**src/rtl/cpu_pkg.sv**
```systemverilog
// Shared types for the CPU bus arbiter: FSM state, transaction owner and the
// request-field bundle carried from a capture register to the memory port.
package cpu_pkg;

    typedef enum logic {
        IDLE = 1'b0,
        BUSY = 1'b1
    } arb_state_e;

    typedef enum logic {
        OWN_I = 1'b0,
        OWN_D = 1'b1
    } owner_e;

    localparam int unsigned TIMER_W = 16;

    typedef struct packed {
        logic [31:0] addr;
        logic        write;
        logic [3:0]  byte_enable;
        logic [31:0] wdata;
    } bus_req_t;

    function automatic owner_e other_side(input owner_e side);
        return (side == OWN_I) ? OWN_D : OWN_I;
    endfunction

endpackage

```
**src/rtl/cpu_busarb_capture.sv**
```systemverilog
// One-deep request capture register for one CPU side. Holds a pending flag and
// the request fields until the arbiter signals completion via clear.
module cpu_busarb_capture
    import cpu_pkg::*;
(
    input  logic     clock,
    input  logic     reset,
    input  logic     request,
    input  bus_req_t req_in,
    input  logic     clear,
    output logic     eligible,
    output bus_req_t fields
);

    logic     pending_d, pending_q;
    bus_req_t fields_d, fields_q;

    always_comb begin
        // NOTE: every signal gets its hold value first so no path leaves it
        // unassigned; otherwise synthesis infers a latch.
        pending_d = pending_q;
        fields_d  = fields_q;
        if (clear) begin
            pending_d = 1'b0;
        end
        // A new request is taken only if the slot is free or being freed now.
        if (request && (!pending_q || clear)) begin
            pending_d = 1'b1;
            fields_d  = req_in;
        end
    end

    always_ff @(posedge clock or posedge reset) begin
        // NOTE: non-blocking assignments so every flop samples pre-edge values
        // regardless of statement order.
        if (reset) begin
            pending_q <= 1'b0;
            fields_q  <= '0;
        end else begin
            pending_q <= pending_d;
            fields_q  <= fields_d;
        end
    end

    assign eligible = pending_q || request;
    assign fields   = pending_q ? fields_q : req_in;

endmodule

```
**src/rtl/cpu_bus_arbiter.sv**
```systemverilog
// Arbitrates instruction-fetch and data requests onto one shared memory port
// with round-robin priority, back-to-back re-grant and a completion timeout.
module cpu_bus_arbiter
    import cpu_pkg::*;
#(
    parameter int unsigned TIMEOUT = 1023
) (
    input  logic        clock,
    input  logic        reset,
    input  logic        cpui_request,
    input  logic [31:0] cpui_addr,
    output logic [31:0] cpui_rdata,
    output logic        cpui_ack,
    input  logic        cpud_request,
    input  logic [31:0] cpud_addr,
    input  logic        cpud_write,
    input  logic [3:0]  cpud_byte_enable,
    input  logic [31:0] cpud_wdata,
    output logic [31:0] cpud_rdata,
    output logic        cpud_ack,
    output logic        mem_request,
    output logic [31:0] mem_addr,
    output logic        mem_write,
    output logic [3:0]  mem_byte_enable,
    output logic [31:0] mem_wdata,
    input  logic [31:0] mem_rdata,
    input  logic        mem_ack,
    output logic        timeout_error
);

    localparam logic [TIMER_W-1:0] TIMEOUT_LAST = TIMER_W'(TIMEOUT - 1);

    arb_state_e         state_d, state_q;
    owner_e             owner_d, owner_q;
    owner_e             last_grant_d, last_grant_q;
    logic [TIMER_W-1:0] count_d, count_q;
    logic               mem_request_d, mem_request_q;
    bus_req_t           bus_d, bus_q;

    bus_req_t i_req_in, d_req_in, i_fields, d_fields;
    logic     i_eligible, d_eligible;
    logic     done, timed_out, grant;
    owner_e   grant_side;

    // Fetches are always full-word reads.
    assign i_req_in = '{addr: cpui_addr, write: 1'b0, byte_enable: 4'hF, wdata: 32'h0};
    assign d_req_in = '{addr: cpud_addr, write: cpud_write,
                        byte_enable: cpud_byte_enable, wdata: cpud_wdata};

    cpu_busarb_capture u_cap_i (
        .clock    (clock),
        .reset    (reset),
        .request  (cpui_request),
        .req_in   (i_req_in),
        .clear    (cpui_ack),
        .eligible (i_eligible),
        .fields   (i_fields)
    );

    cpu_busarb_capture u_cap_d (
        .clock    (clock),
        .reset    (reset),
        .request  (cpud_request),
        .req_in   (d_req_in),
        .clear    (cpud_ack),
        .eligible (d_eligible),
        .fields   (d_fields)
    );

    always_comb begin
        state_d       = state_q;
        owner_d       = owner_q;
        last_grant_d  = last_grant_q;
        count_d       = count_q;
        mem_request_d = 1'b0;
        bus_d         = bus_q;
        done          = 1'b0;
        timed_out     = 1'b0;
        grant         = 1'b0;
        grant_side    = OWN_I;

        case (state_q)
            IDLE: begin
                if (i_eligible || d_eligible) begin
                    grant = 1'b1;
                    if (i_eligible && d_eligible) begin
                        grant_side = other_side(last_grant_q);
                    end else begin
                        grant_side = d_eligible ? OWN_D : OWN_I;
                    end
                end
            end
            BUSY: begin
                // A real ack always beats a coincident timeout.
                if (mem_ack) begin
                    done = 1'b1;
                end else if (count_q == TIMEOUT_LAST) begin
                    done      = 1'b1;
                    timed_out = 1'b1;
                end else begin
                    count_d = count_q + 16'd1;
                end
                if (done) begin
                    grant_side = other_side(owner_q);
                    grant      = (owner_q == OWN_I) ? d_eligible : i_eligible;
                    if (!grant) begin
                        state_d = IDLE;
                    end
                end
            end
            default: state_d = IDLE;
        endcase

        if (grant) begin
            state_d       = BUSY;
            owner_d       = grant_side;
            last_grant_d  = grant_side;
            count_d       = '0;
            mem_request_d = 1'b1;
            bus_d         = (grant_side == OWN_D) ? d_fields : i_fields;
        end
    end

    always_ff @(posedge clock or posedge reset) begin
        if (reset) begin
            state_q       <= IDLE;
            owner_q       <= OWN_I;
            last_grant_q  <= OWN_I;
            count_q       <= '0;
            mem_request_q <= 1'b0;
            bus_q         <= '0;
        end else begin
            state_q       <= state_d;
            owner_q       <= owner_d;
            last_grant_q  <= last_grant_d;
            count_q       <= count_d;
            mem_request_q <= mem_request_d;
            bus_q         <= bus_d;
        end
    end

    assign mem_request     = mem_request_q;
    assign mem_addr        = bus_q.addr;
    assign mem_write       = bus_q.write;
    assign mem_byte_enable = bus_q.byte_enable;
    assign mem_wdata       = bus_q.wdata;

    assign cpui_ack      = done && (owner_q == OWN_I);
    assign cpud_ack      = done && (owner_q == OWN_D);
    assign timeout_error = timed_out;

    // Read data is a pass-through, zeroed only for a timed-out owner or in reset.
    assign cpui_rdata = (reset || (timed_out && owner_q == OWN_I)) ? 32'h0 : mem_rdata;
    assign cpud_rdata = (reset || (timed_out && owner_q == OWN_D)) ? 32'h0 : mem_rdata;

endmodule

```
**config.mk**
```make
export PLATFORM = sky130hd
export DESIGN_NAME = cpu_bus_arbiter
export DESIGN_NICKNAME = d
export VERILOG_FILES = /design/src/rtl/cpu_pkg.sv /design/src/rtl/cpu_busarb_capture.sv /design/src/rtl/cpu_bus_arbiter.sv
export SDC_FILE = /design/constraint.sdc
export NUM_CORES = 1
export LEC_CHECK = 0
export ABC_CLOCK_PERIOD_IN_PS = 15300
export CORE_ASPECT_RATIO = 0.9
export CORE_MARGIN = 10
export CORE_UTILIZATION = 55
export CTS_BUF_LIST = sky130_fd_sc_hd__clkbuf_4 sky130_fd_sc_hd__clkbuf_8 sky130_fd_sc_hd__clkbuf_16
export CTS_CLUSTER_SIZE = 8
export DETAILED_ROUTE_END_ITERATION = 8
export GPL_ROUTABILITY_DRIVEN = 0
export PLACE_DENSITY_LB_ADDON = 0.2
export SYNTH_ARGS = -nofsm -noshare
export SYNTH_HDL_FRONTEND = slang
export SYNTH_HIERARCHICAL = 1
export SYNTH_SLANG_ARGS = --single-unit
```
**constraint.sdc**
```tcl
create_clock -name clock -period 15.3 [get_ports clock]
set_clock_uncertainty 0.2 [all_clocks]
set_input_delay 4.59 -clock clock [delete_from_list [all_inputs] [get_ports clock]]
set_output_delay 4.59 -clock clock [all_outputs]
set_load 0.05 [all_outputs]
```
Word level (Yosys, flattened, before mapping):

Index checks and enable logic that the tools add are counted.
Widths: inputs -> output; s select.

* bits in registers: 192
* bits of input ports: 138
* output and inout bits: 137

* $add $sub $neg: 1
* eq/ne operators: 3
* mux-type cells: 34
* bitwise gates (word level): 2
* reduce and logical (&&, ||, !) cells: 20

Operators with widths (number)
* $mux 69: 3
* $mux 16: 4
* $mux 32: 2
* $mux 1: 23
* $add 16x1->16 const B: 1
* $eq 16x10->1 const B: 1
* $logic_and 1x1->1: 7
* $logic_or 1x1->1: 7
* $reduce_bool 2->1: 3
* $pmux 1 s2: 2
* $reduce_and 3->1: 1
* $logic_not 1->1: 2
* $ne 2x1->1 const B: 1
* $ne 2x2->1 const B: 1
* $not 1->1: 2

Logic depth before layout (Yosys ltp):

* depth after elaboration: 9
* mapped depth: 12
* gate-level depth less buffers: 10

By module:

The synthesis kept the hierarchy.

Modules (own cells, without submodules)
* cpu_busarb_capture: instances 2, cells an instance 228, area each 3468.3 um^2, seq. area each 1751.7 um^2
* cpu_bus_arbiter: instances 1, cells an instance 526, area each 4619.4 um^2, seq. area each 2202.1 um^2

Worst setup path before layout:

OpenSTA, ideal clock, no wires.

* path type: input -> output
* start: in reset
* end: out cpui_rdata[23]
* arrival: 8479 ps
* setup slack: 2031 ps
* stages on the path: 4
* path buffers: 1
* path through: inv_1 clkbuf_1 nand2_1 nor2_1

* longest elaborated chain between the ends: 2

Ends and longest elaborated chain
* start, declared: line cpu_bus_arbiter.sv:9 `input logic reset,`
* $logic_or 1x1->1: line cpu_bus_arbiter.sv:153 `assign cpui_rdata = (reset || (timed_out && owner_q == OWN_I)) ? 32'h0 : mem_rdata;`
* $mux 32: line cpu_bus_arbiter.sv:153
* end, declared: line cpu_bus_arbiter.sv:12 `output logic [31:0] cpui_rdata,`

No other way between the ends.

Worst setup path in the final report:

Ends and elaborated chain as after synthesis.

==> metrics.txt <==
largest net degree at the start of global routing=83; post-route DRC violation count=0; H-tree levels=2; Pwr Density=183 nW/um2; r2r setup slk=11270 ps; detailed-router iteration count before antenna repair=6; Syn-to-layout area delta=35.3%; worst-case vdd ir drop=approximately 0.00012 V; YS warnings=6; Die W=173 um; Post-synth EDFFs=0; cell row count=50; Starting Density=between 50% and 60%; share of cells above drive strength 1=between 20% and 30%; Final ANT Viol Nets=0; Nets=roughly 1400; clock tree buffer depth=3; Post-synth top cells=mux2_2 (256), dfrtp_1 (228), nor2_1 (145), a21oi_1 (74), mux2i_1 (70); Max Cap Viol=0; Ports=about 280; hold path endpoint=u_cap_d/fields_q[7]$_DFFE_PP0P_; CTS tree=yes; crit path kind=input port to primary output; count of input and output buffers=around 270; die span in y=around 160 um; synthesized netlist cell count=just under 1000; number of gates resized after CTS=0; Comb pwr share=42.3%; Internal Power=~1800 uW; hold path depth=1; Worst Path Max Fanout=59; worst hold start=u_cap_d/fields_q[7]$_DFFE_PP0P_; clock transition at the registers of the reported paths=around 50 ps; Syn Area/Cell=11.8 um2; number of post-CTS setup repair buffers=0; Sequential Power Share=approximately 34%; Initial DRC Count=408; Crit path arrival time=between 6000 and 7000 ps; Setup crit end kind=primary output; number of synthesized register bits=228; clock period minus final worst setup slack=approximately 12000 ps; fin crit share=roughly three quarters; Via-to-Cell Ratio=5.30; CP startpoint=reset; sequential share of the synthesized area=49.4%; sequence of cells on the critical path=clkdlybuf4s50_1 > inv_4 > nand2_1 > nor2_1 > clkdlybuf4s50_1; area of the core=between 20000 and 25000 um2; initial antenna violation count=1; startpoint types=input port; Avg WL per Cell=19.1 um; CP required=10510 ps; switching part of the total power=between 30% and 40%; Hold WC Path Type=register to register; actual slew at the worst max-slew pin=between 1000 and 1500 ps; post-DP HPWL=roughly 20 mm; post-layout util=75.5%; switching power total=1040 uW; Pleak=between 0.006 and 0.007 uW; area share of the largest cell type after synthesis=roughly half; first-pass GRT wire length=roughly 49 mm; Root Driver=clkbuf_16; # hold bufs at CTS=0; Slew Limit Headroom=approximately 28%; clock sink total=228; Overall Global Routing Usage=about 22%; count of pins over their slew limit=0; final hold viol count=0; setup TNS=0 ps; fmax=around 0.086 GHz; CP peak stage delay=about 830 ps; CTS Buf Count=34; worst skew pair latency=about 490 ps; ys flop type=dfrtp_1; Die ar.=roughly 27000 um2; total congestion overflow=0; vias in the first global route=9098; Post-Syn Area=11600 um2; Final setup viols=0; reg-to-reg startpoint=count_q[0]$_DFFE_PP0P_; via count=8470; Clock power frac=between 20% and 30%; Yosys top cell by area=dfrtp_1; hold_ws=297 ps; most used cell, CP=clkdlybuf4s50_1; Slowest-stage cell, CP=clkdlybuf4s50_1; FF-to-FF path depth=9; asr flop ratio synth=100%; r2r endpoint=count_q[12]$_DFFE_PP0P_; Synth area leaders=dfrtp_1 (49%), mux2_2 (25%), mux2i_1 (6.1%); most frequent cell after synthesis=mux2_2; status=completed; count of cell types in the netlist=39; wirelength, routed=~31 mm; RSZ-0062 raised after global routing=false
[stage by stage]
stage          instances  total power (uW)  setup slack [ps]  cell area, um2
6_report            1599              2860              3690           15600
5_1_grt             1599              3010              3540           15600
2_1_floorplan       1054              1830              2030           11800
4_1_cts             1598              2880              3670           15600
3_5_place_dp        1559              2200              3670           14700
3_3_place_gp        1559              2160              3670           14700
[kinds of logic after synthesis]
| group | Yosys count | synth area share [%] |
|---|---|---|
| DFF | 228 | 49.4 |
| xor gates and xnor gates | 7 | 0.531 |
| and+or+nand+nor | 223 | 8.09 |
| muxes | 346 | 33.6 |
| adders and majority gates | 2 | 0.217 |
| AOI/OAI and AO/OA | 99 | 4.71 |
| buffers and inverters | 75 | 3.41 |
| other | 2 | 0.0650 |
[critical path: cells and delay by family]
family,cells,cell delay [ps]
buffers and inverters,3,1900
and+or+nand+nor,2,310
[state kept, by name, summed over array words and instances (netlist names)]
signal             flops
count_q               16
last_grant_q           1
mem_addr              32
mem_byte_enable        4
mem_request            1
mem_wdata             32
mem_write              1
state_q                1
u_cap_d/fields_q      69
u_cap_d/pending_q      1
u_cap_i/fields_q      69
u_cap_i/pending_q      1
[worst max path at each step]
| stage | slack [ps] | end | cells after the start |
|---|---|---|---|
| CTS | 3670 | cpui_rdata[23] | 5 |
| finish | 3690 | cpui_rdata[23] | 5 |
| global placement | 3670 | cpui_rdata[23] | 5 |
| global route | 3540 | cpui_rdata[14] | 5 |
| detailed placement | 3670 | cpui_rdata[23] | 5 |
| floorplan | 2030 | cpui_rdata[23] | 4 |
[routing by layer]
layer	vias to the layer above	global-route usage, %	wire [um]
li1	3991	-	-
met1	4229	27.2	13400
met2	214	38.3	15000
met3	36	5.46	1750
met4	0	5.50	458
met5	-	0	0
[power by group through the flow]
stage          clock (uW)  combinational, uW  sequential, uW
2_1_floorplan           0                579            1250
3_3_place_gp            0               1190             970
3_5_place_dp            0               1210             983
4_1_cts               684               1220             978
5_1_grt               710               1290            1010
6_report              668               1210             980
[area by class of cell]
| type | count | area (um2) |
|---|---|---|
| multi-input combinational | 751 | 5760 |
| sequential | 228 | 5710 |
| fill | 1419 | 5080 |
| timing repair buffer | 286 | 2830 |
| clock buffer | 37 | 891 |
| tap | 286 | 358 |
| clock inverter | 2 | 38.8 |
| inverter | 8 | 37.5 |
| antenna | 1 | 2.50 |
[layout by cell type (no fill, tap or decap), drive strengths merged, types with 6 or more instances in the layout]
cell / instances
clkdlybuf4s50: 274
mux2: 276
clkbuf: 37
o211ai: 7
inv: 7
conb: 74
mux2i: 70
buf: 12
xor2: 7
a21oi: 74
o21ai: 11
nand2b: 6
nand2: 48
dfrtp: 228
nor2: 145
Power figures use the tool's default switching activity.
